[src/rtl/regfile_pkg.sv]
// Shared types for the multiport register file: clear-sequencer state encoding.
package regfile_pkg;

    typedef enum logic {
        IDLE  = 1'b0,
        CLEAR = 1'b1
    } rf_state_t;

    localparam logic ST_IDLE  = 1'b0;
    localparam logic ST_CLEAR = 1'b1;

endpackage

[src/rtl/regfile_clear_fsm.sv]
// Clear sequencer: walks a pointer over the whole array writing zeros, then idles.
module regfile_clear_fsm
    import regfile_pkg::*;
#(
    parameter int AW = 5
) (
    input  logic          i_clk,
    input  logic          i_rst_n,
    input  logic          i_clr,
    input  logic          i_last,
    output logic          o_busy,
    output logic          o_clr_we,
    output logic [AW-1:0] o_clr_addr
);

    rf_state_t     r_state;
    rf_state_t     w_state_nxt;
    logic [AW-1:0] r_ptr;
    logic [AW-1:0] w_ptr_nxt;

    // State and pointer registers; reset restarts the clear from entry 0
    always_ff @(posedge i_clk) begin
        if (!i_rst_n) begin
            r_state <= CLEAR;
            r_ptr   <= '0;
        end else begin
            r_state <= w_state_nxt;
            r_ptr   <= w_ptr_nxt;
        end
    end

    // Next-state logic; CLR is only honoured from IDLE
    always_comb begin
        w_state_nxt = r_state;
        w_ptr_nxt   = r_ptr;
        case (r_state)
            IDLE: begin
                if (i_clr) begin
                    w_state_nxt = CLEAR;
                    w_ptr_nxt   = '0;
                end else begin
                    w_state_nxt = IDLE;
                end
            end
            CLEAR: begin
                w_ptr_nxt = r_ptr + {{(AW-1){1'b0}}, 1'b1};
                if (i_last) begin
                    w_state_nxt = IDLE;
                end else begin
                    w_state_nxt = CLEAR;
                end
            end
            default: begin
                w_state_nxt = CLEAR;
                w_ptr_nxt   = '0;
            end
        endcase
    end

    assign o_busy     = (r_state == CLEAR);
    assign o_clr_we   = (r_state == CLEAR);
    assign o_clr_addr = r_ptr;

endmodule

[src/rtl/regfile_multiport.sv]
// Register file with NR combinational read ports, one write port, optional zero
// register and write bypass, and a hardware clear sequencer that reports BUSY.
module regfile_multiport
    import regfile_pkg::*;
#(
    parameter int DW       = 32,
    parameter int AW       = 5,
    parameter int NR       = 2,
    parameter int ZERO_REG = 1,
    parameter int BYPASS   = 0
) (
    input  logic             i_clk,
    input  logic             i_rst_n,
    input  logic             i_clr,
    input  logic             i_we3,
    input  logic [AW-1:0]    i_a3,
    input  logic [DW-1:0]    i_wd3,
    input  logic [NR*AW-1:0] i_ra,
    output logic [NR*DW-1:0] o_rd,
    output logic             o_busy
);

    localparam int            DEPTH = 2 ** AW;
    localparam logic [AW-1:0] LAST  = {AW{1'b1}};

    logic [DW-1:0] r_mem [DEPTH];

    logic          w_busy;
    logic          w_clr_we;
    logic [AW-1:0] w_clr_addr;
    logic          w_last;
    logic          w_user_we;
    logic          w_wr_en;
    logic [AW-1:0] w_wr_addr;
    logic [DW-1:0] w_wr_data;

    assign w_last = (w_clr_addr == LAST);

    regfile_clear_fsm #(
        .AW (AW)
    ) u_clear_fsm (
        .i_clk      (i_clk),
        .i_rst_n    (i_rst_n),
        .i_clr      (i_clr),
        .i_last     (w_last),
        .o_busy     (w_busy),
        .o_clr_we   (w_clr_we),
        .o_clr_addr (w_clr_addr)
    );

    // User write: dropped during clear, on a CLR request, in reset, or to the zero register
    always_comb begin
        w_user_we = 1'b0;
        if (w_busy || i_clr || !i_rst_n) begin
            w_user_we = 1'b0;
        end else if ((ZERO_REG == 1) && (i_a3 == {AW{1'b0}})) begin
            w_user_we = 1'b0;
        end else begin
            w_user_we = i_we3;
        end
    end

    // Write-port mux: the clear sequencer owns the port while busy
    always_comb begin
        w_wr_en   = 1'b0;
        w_wr_addr = '0;
        w_wr_data = '0;
        if (w_clr_we) begin
            w_wr_en   = 1'b1;
            w_wr_addr = w_clr_addr;
            w_wr_data = '0;
        end else begin
            w_wr_en   = w_user_we;
            w_wr_addr = i_a3;
            w_wr_data = i_wd3;
        end
    end

    // Storage array write
    always_ff @(posedge i_clk) begin
        if (w_wr_en) begin
            r_mem[w_wr_addr] <= w_wr_data;
        end
    end

    for (genvar k = 0; k < NR; k++) begin : g_rd
        logic [AW-1:0] w_ra;
        logic [DW-1:0] w_rd;

        assign w_ra = i_ra[k*AW +: AW];

        // Read mux in priority order: busy, zero register, bypass, array
        always_comb begin
            w_rd = '0;
            if (w_busy) begin
                w_rd = '0;
            end else if ((ZERO_REG == 1) && (w_ra == {AW{1'b0}})) begin
                w_rd = '0;
            end else if ((BYPASS == 1) && i_we3 && !i_clr && (i_a3 == w_ra)) begin
                w_rd = i_wd3;
            end else begin
                w_rd = r_mem[w_ra];
            end
        end

        assign o_rd[k*DW +: DW] = w_rd;
    end

    assign o_busy = w_busy;

endmodule

[config.mk]
export PLATFORM = sky130hd
export DESIGN_NAME = regfile_multiport
export DESIGN_NICKNAME = d
export VERILOG_FILES = /design/src/rtl/regfile_pkg.sv /design/src/rtl/regfile_clear_fsm.sv /design/src/rtl/regfile_multiport.sv
export SDC_FILE = /design/constraint.sdc
export NUM_CORES = 1
export LEC_CHECK = 0
export CORE_MARGIN = 5
export CORE_UTILIZATION = 35
export CTS_BUF_LIST = sky130_fd_sc_hd__clkbuf_16
export DETAILED_ROUTE_END_ITERATION = 10
export GPL_ROUTABILITY_DRIVEN = 0
export GPL_TIMING_DRIVEN = 0
export PLACE_DENSITY = 0.46
export SLEW_MARGIN = 20
export SYNTH_ARGS = -nofsm -noshare
export SYNTH_HDL_FRONTEND = slang
export SYNTH_SLANG_ARGS = --single-unit
[constraint.sdc]
create_clock -name i_clk -period 4.06 [get_ports i_clk]
set_input_delay 0.812 -clock i_clk [delete_from_list [all_inputs] [get_ports i_clk]]
set_output_delay 0.812 -clock i_clk [all_outputs]
set_load 0.05 [all_outputs]
## Word level (Yosys, flattened, before mapping)

Memories as Yosys holds them, arrays and structs flattened.
Cells that the tools add are included.

| operators by class | value |
|---|---|
| add/sub/neg operators | 1 |
| equal/unequal tests | 2 |
| mux-type cells | 16 |
| bitwise gates (word level) | 1 |
| reductions and logical operators | 6 |

Operators with widths:

| kind | count |
|---|---|
| 32-bit 2-to-1 mux | 5 |
| 5-bit zero test | 3 |
| 5-bit 2-to-1 mux | 2 |
| 5-bit case mux with 2 select lines | 1 |
| 1-bit 2-to-1 mux | 7 |
| 5-bit by 1-bit adder with 5-bit output, second input constant | 1 |
| 5-bit == test, second input constant | 1 |
| 1-bit logical OR | 2 |
| 2-bit inequality test, second input constant | 1 |
| 1-bit case mux with 2 select lines | 1 |
| 1-bit zero test | 1 |
| 1-bit NOT | 1 |

| storage, ports and cells | value |
|---|---|
| bits in registers | 6 |
| bits in writable memories | 1024 |
| bits of input ports | 51 |
| word-level logic and storage cells | 29 |
| memories | 1 |

Memories:

| name | words | width | rd ports | clocked after memory_dff | write ports | line | RTL |
|---|---|---|---|---|---|---|---|
| r_mem | 32 | 32 | 2 | 0 | 1 | regfile_multiport.sv:26 | `logic [DW-1:0] r_mem [DEPTH];` |

## Depth between registers and ports, before layout

| logic depth | value |
|---|---|
| word-level depth | 6 |
| depth in mapped cells | 7 |
| depth with buffers taken out | 5 |

## Hierarchy

From an unflattened synthesis, not the netlist that was laid out.

| unflattened totals | value |
|---|---|
| cells, all modules | 2868 |
| area, all modules | 46517.1 sq um |

Modules (own cells, without submodules):

| module | times used | cells each | area each (sq um) |
|---|---|---|---|
| regfile_multiport | 1 | 2836 | 46241.8 |
| regfile_clear_fsm | 1 | 32 | 275.3 |

## Worst setup path after synthesis

No wires, ideal clock.

| path | value |
|---|---|
| kind | reg-to-reg |
| start point | reg u_clear_fsm.r_state, in the netlist u_clear_fsm.o_busy |
| end point | mem r_mem[17][0], enable pin |
| arrival time | 3137 ps |
| required time | 3639 ps |
| setup slack | 502 ps |
| stages on the path, launching flop included | 7 |
| period minus slack after synthesis | 3558 ps |
| cells stage by stage | dfxtp_1 > buf_2 > buf_4 > buf_4 > mux2i_1 > o211ai_1 > nor2_1 |

| on the way | value |
|---|---|
| longest elaborated chain between the ends | 6 |
| elaborated cells on any way between the ends | 7 |
| classes of those cells | 5 x mux; 2 x reduce/logical |

Ends and longest elaborated chain:

| item | line | RTL |
|---|---|---|
| start, declared | regfile_clear_fsm.sv:16 | `rf_state_t r_state;` |
| start signal, assigned | regfile_clear_fsm.sv:27 | `r_state <= w_state_nxt;` |
| 1-bit logical OR (2 in a row) | regfile_multiport.sv:54 | `if (w_busy \|\| i_clr \|\| !i_rst_n) begin` |
| 1-bit 2-to-1 mux | regfile_multiport.sv:54 |  |
| 1-bit 2-to-1 mux | regfile_multiport.sv:68 | `if (w_clr_we) begin` |
| 1-bit 2-to-1 mux | regfile_multiport.sv:81 | `if (w_wr_en) begin` |
| 1-bit 2-to-1 mux (not written as such) | regfile_multiport.sv:82 | `r_mem[w_wr_addr] <= w_wr_data;` |
| end, declared | regfile_multiport.sv:26 |  |

Several ways; a longest one is shown, not always the timed one.

## Worst setup path in the final report

| path | value |
|---|---|
| start point | in i_ra[0] |
| end point | out o_rd[0] |

| on the way | value |
|---|---|
| longest elaborated chain between the ends | 3 |
| elaborated cells on any way between the ends | 4 |
| classes of those cells | 2 x mux; 1 x reduce/logical; 1 x memory |

Ends and longest elaborated chain:

| item | line | RTL |
|---|---|---|
| start, declared | regfile_multiport.sv:18 | `input logic [NR*AW-1:0] i_ra,` |
| memory 32 x 32 bit or 5-bit zero test (tied branches) | n/a |  |
| 32-bit 2-to-1 mux * | regfile_multiport.sv:97 | `end else if ((ZERO_REG == 1) && (w_ra == {AW{1'b0}})) begin` |
| 32-bit 2-to-1 mux * | regfile_multiport.sv:95 | `if (w_busy) begin` |
| end, declared | regfile_multiport.sv:19 | `output logic [NR*DW-1:0] o_rd,` |

Mark *: on every way between the ends. The rest lies on a longest branch, timed or not.

==> flow_metrics.tcl <==
set metrics [dict create \
    ys_ff_latch 998 \
    start_kind "input pin" \
    synth_top_area_cell "edfxtp_1" \
    path_max_fanout 10 \
    end_kind "output pin" \
    max_cap_viol_count 0 \
    slew_headroom 0.298 \
    ant_nets 0 \
    core_area_um2 132000 \
    drc 0 \
    outcome "complete, but fails checks" \
    path_depth 9 \
    critPathLaunch "i_ra[0]" \
    fin_skew_ps 15.0 \
    required_ps 3250 \
    synth_top_area_frac 0.639 \
    violations "setup timing" \
    crit_buf_inv 5 \
    min_path_type "flip-flop to flip-flop" \
    crit_path_frequent_cell "buf_6" \
    p_per_area_nw_per_um2 398 \
    io_pins 116 \
    cts_hold_buf 0 \
    grt_start_max_net_pins 32 \
    worst_pin_slew_ps 1050 \
    nets 3228 \
    cts_root_buffer "clkbuf_16" \
    cts_buffer_depth 3 \
    peakVddDrop_v 0.000351 \
    p_leak_nw 19.8 \
    cts.sinks 998 \
    clk_latency_ps 720 \
    htreeDepth 3 \
    final_common_cell "edfxtp_1" \
    first_pass_iters 6 \
    seq_area_um2 29900 \
    syn_avg_cell_area_um2 16.3 \
    worstPathCellList "clkdlybuf4s15_2 > buf_12 > buf_6 > buf_6 > mux2i_1 > o22ai_1 > a22oi_2 > nand4_1 > buf_6" \
    synth_nets 2919 \
    track_usage 0.245 \
    timing.rr.start "u_clear_fsm.o_busy$_SDFF_PN1_" \
    report.power.total_mw 22.5 \
    clkTransAtPathRegs_ps 60 \
    slew_viol_final 0 \
    critPathKind "input pin to output pin" \
    synth_cells 2866 \
    setup_viol 3 \
    finalCriticalPeriod_ps 4160 \
    routedWlPerCell_um 35.1 \
    areaGrowthSynthToFinish_pct 21.3 \
    dpl.hpwl_mm 127 \
    drive_gt1_frac 0.270 \
    drt_iter0_drc 3513 \
    vias 30700 \
    r2r_slack_ps 630 \
    crit_arrival_ps 3350 \
    die_area_um2 141000 \
    dieHeight_um 375 \
    yosys_warnings 0 \
    dp_slack_ps -1480 \
    fmax_ghz 0.241 \
    antenna_found_initial 5 \
    routed_wl_mm 177 \
    initial_utilization 0.353 \
    multi_input_area_um2 16400 \
    crit_family "buffers and inverters" \
    dieWidth_um 375 \
    hold_viol 0 \
    nFillCells 11800 \
    grt-ovfl-total 0 \
    layout_common_cells "edfxtp_1, mux2i_1, o22ai_1, mux4_2" \
    fin_util 0.428 \
    min_period_over_period 1.02 \
    synth_cell_type_count 46 \
    fin_ws_ps -97.3 \
    slowest_delay_ps 470 \
    r2r_end "r_mem[21][10]$_DFFE_PP_" \
    cts_tree "yes" \
    viasPerCell 6.11 \
    cp_slowest_cell "nand4_1" \
    fin_tns_setup_ps -122 \
    synth_area_um2 46600 \
    rows 133 \
    portBuffers 115 \
    endpoint "o_rd[0]" \
    grt_pass1_vias 31600 \
    synth-seq-area-share 0.642 \
    cts_inserted_buffers 114 \
    worst-r2r-cell-count 7 \
    yosys-top-cells-area "edfxtp_1, mux2i_1, mux4_2, a22oi_1, o22ai_1" \
    grt_pass1_wl_mm 244 \
]
## state kept, by name, indices dropped and copies added, names as in the netlist
register / count
u_clear_fsm.o_busy: 1
u_clear_fsm.o_clr_addr: 5
r_mem: 992
## final cells by class
type / instances / share of cell area
sequential: 998 / 0.529
multi-input combinational: 1625 / 0.290
buffer: 233 / 0.0338
clock buffer: 116 / 0.0513
inverter: 4 / 0.000266
antenna: 1 / 0.0000443
timing repair buffer: 199 / 0.0462
clock inverter: 97 / 0.0104
tap: 1755 / 0.0388
## logic make-up after synthesis
logic type | after synthesis | synth area share
adders and majority gates | 2 | 0.000537
buffers and inverters | 243 | 0.0269
DFF | 998 | 0.642
and+or+nand+nor | 317 | 0.0344
AOI/OAI and AO/OA | 534 | 0.0788
muxes | 772 | 0.217
## worst min path at each step
stage / start / endpoint / slack, ps / cells past startpoint
floorplan: u_clear_fsm.o_clr_addr[3]$_SDFFE_PN0P_ / u_clear_fsm.o_clr_addr[3]$_SDFFE_PN0P_ / 570 / 2
global placement: u_clear_fsm.o_clr_addr[3]$_SDFFE_PN0P_ / u_clear_fsm.o_clr_addr[3]$_SDFFE_PN0P_ / 610 / 2
detailed placement: u_clear_fsm.o_clr_addr[3]$_SDFFE_PN0P_ / u_clear_fsm.o_clr_addr[3]$_SDFFE_PN0P_ / 620 / 2
CTS: u_clear_fsm.o_clr_addr[3]$_SDFFE_PN0P_ / u_clear_fsm.o_clr_addr[3]$_SDFFE_PN0P_ / 630 / 2
global route: u_clear_fsm.o_clr_addr[3]$_SDFFE_PN0P_ / u_clear_fsm.o_clr_addr[3]$_SDFFE_PN0P_ / 690 / 2
finish: u_clear_fsm.o_clr_addr[3]$_SDFFE_PN0P_ / u_clear_fsm.o_clr_addr[3]$_SDFFE_PN0P_ / 640 / 2
## report_power, final
| part | internal, mW | switching (mW) | total (mW) |
|---|---|---|---|
| Combinational | 0.632 | 0.923 | 1.55 |
| Clock | 5.45 | 4.24 | 9.69 |
| Sequential | 11.2 | 0.0327 | 11.3 |
| Total | 17.3 | 5.19 | 22.5 |
## cell usage after synthesis (all sizes together)
| cell | instances |
|---|---|
| edfxtp | 992 |
| mux2i | 578 |
| a22oi | 192 |
| mux4 | 192 |
| o22ai | 192 |
| buf | 171 |
| nand2 | 136 |
| o21ai | 70 |
| clkbuf | 68 |
| a221oi | 64 |
| nand4 | 64 |
| nor2b | 43 |
| nor2 | 37 |
| dfxtp | 6 |
| nand3b | 6 |
| and2 | 4 |
| inv | 4 |
| o21bai | 4 |
| or3b | 4 |
| a21oi | 3 |
| a32oi | 3 |
| nand2b | 3 |
| nor3 | 3 |
| and2b | 2 |
| and4b | 2 |
| ha | 2 |
| mux2 | 2 |
| nand3 | 2 |
| nor3b | 2 |
| nor4b | 2 |
| nor4bb | 2 |
| o211ai | 2 |
| or2 | 2 |
| or3 | 2 |
| a211oi | 1 |
| a31oi | 1 |
| a41oi | 1 |
| and3 | 1 |
| o31ai | 1 |
## tightest hold or removal path: stages (launching register included)
cell and delay, ps:
dfxtp_1 350, a41oi_1 180, nor3b_1 60
## routing by layer
metal,part of all wire,routed length (um),GRT usage,vias to the layer above
met2,0.46,80400,0.385,1528
met5,0.00015,26,0,-
met3,0.078,13700,0.0443,347
met4,0.047,8280,0.0994,4
met1,0.42,74200,0.338,16200
li1,-,-,-,12600
## repair_timing
item,CTS,global route
pin swaps,38,5
setup endpoints to repair,64,38
setup buffers,11,1
resized for setup,690,27
## per-stage QoR
stage | instance area [um2] | cells | hold WS (ps)
floorplan | 46600 | 2866 | 568
global placement | 49900 | 4736 | 606
detailed placement | 51900 | 4808 | 622
CTS | 56500 | 5026 | 630
global route | 56500 | 5027 | 688
finish | 56500 | 5028 | 635
No activity file was read; power rests on OpenSTA's default activity.
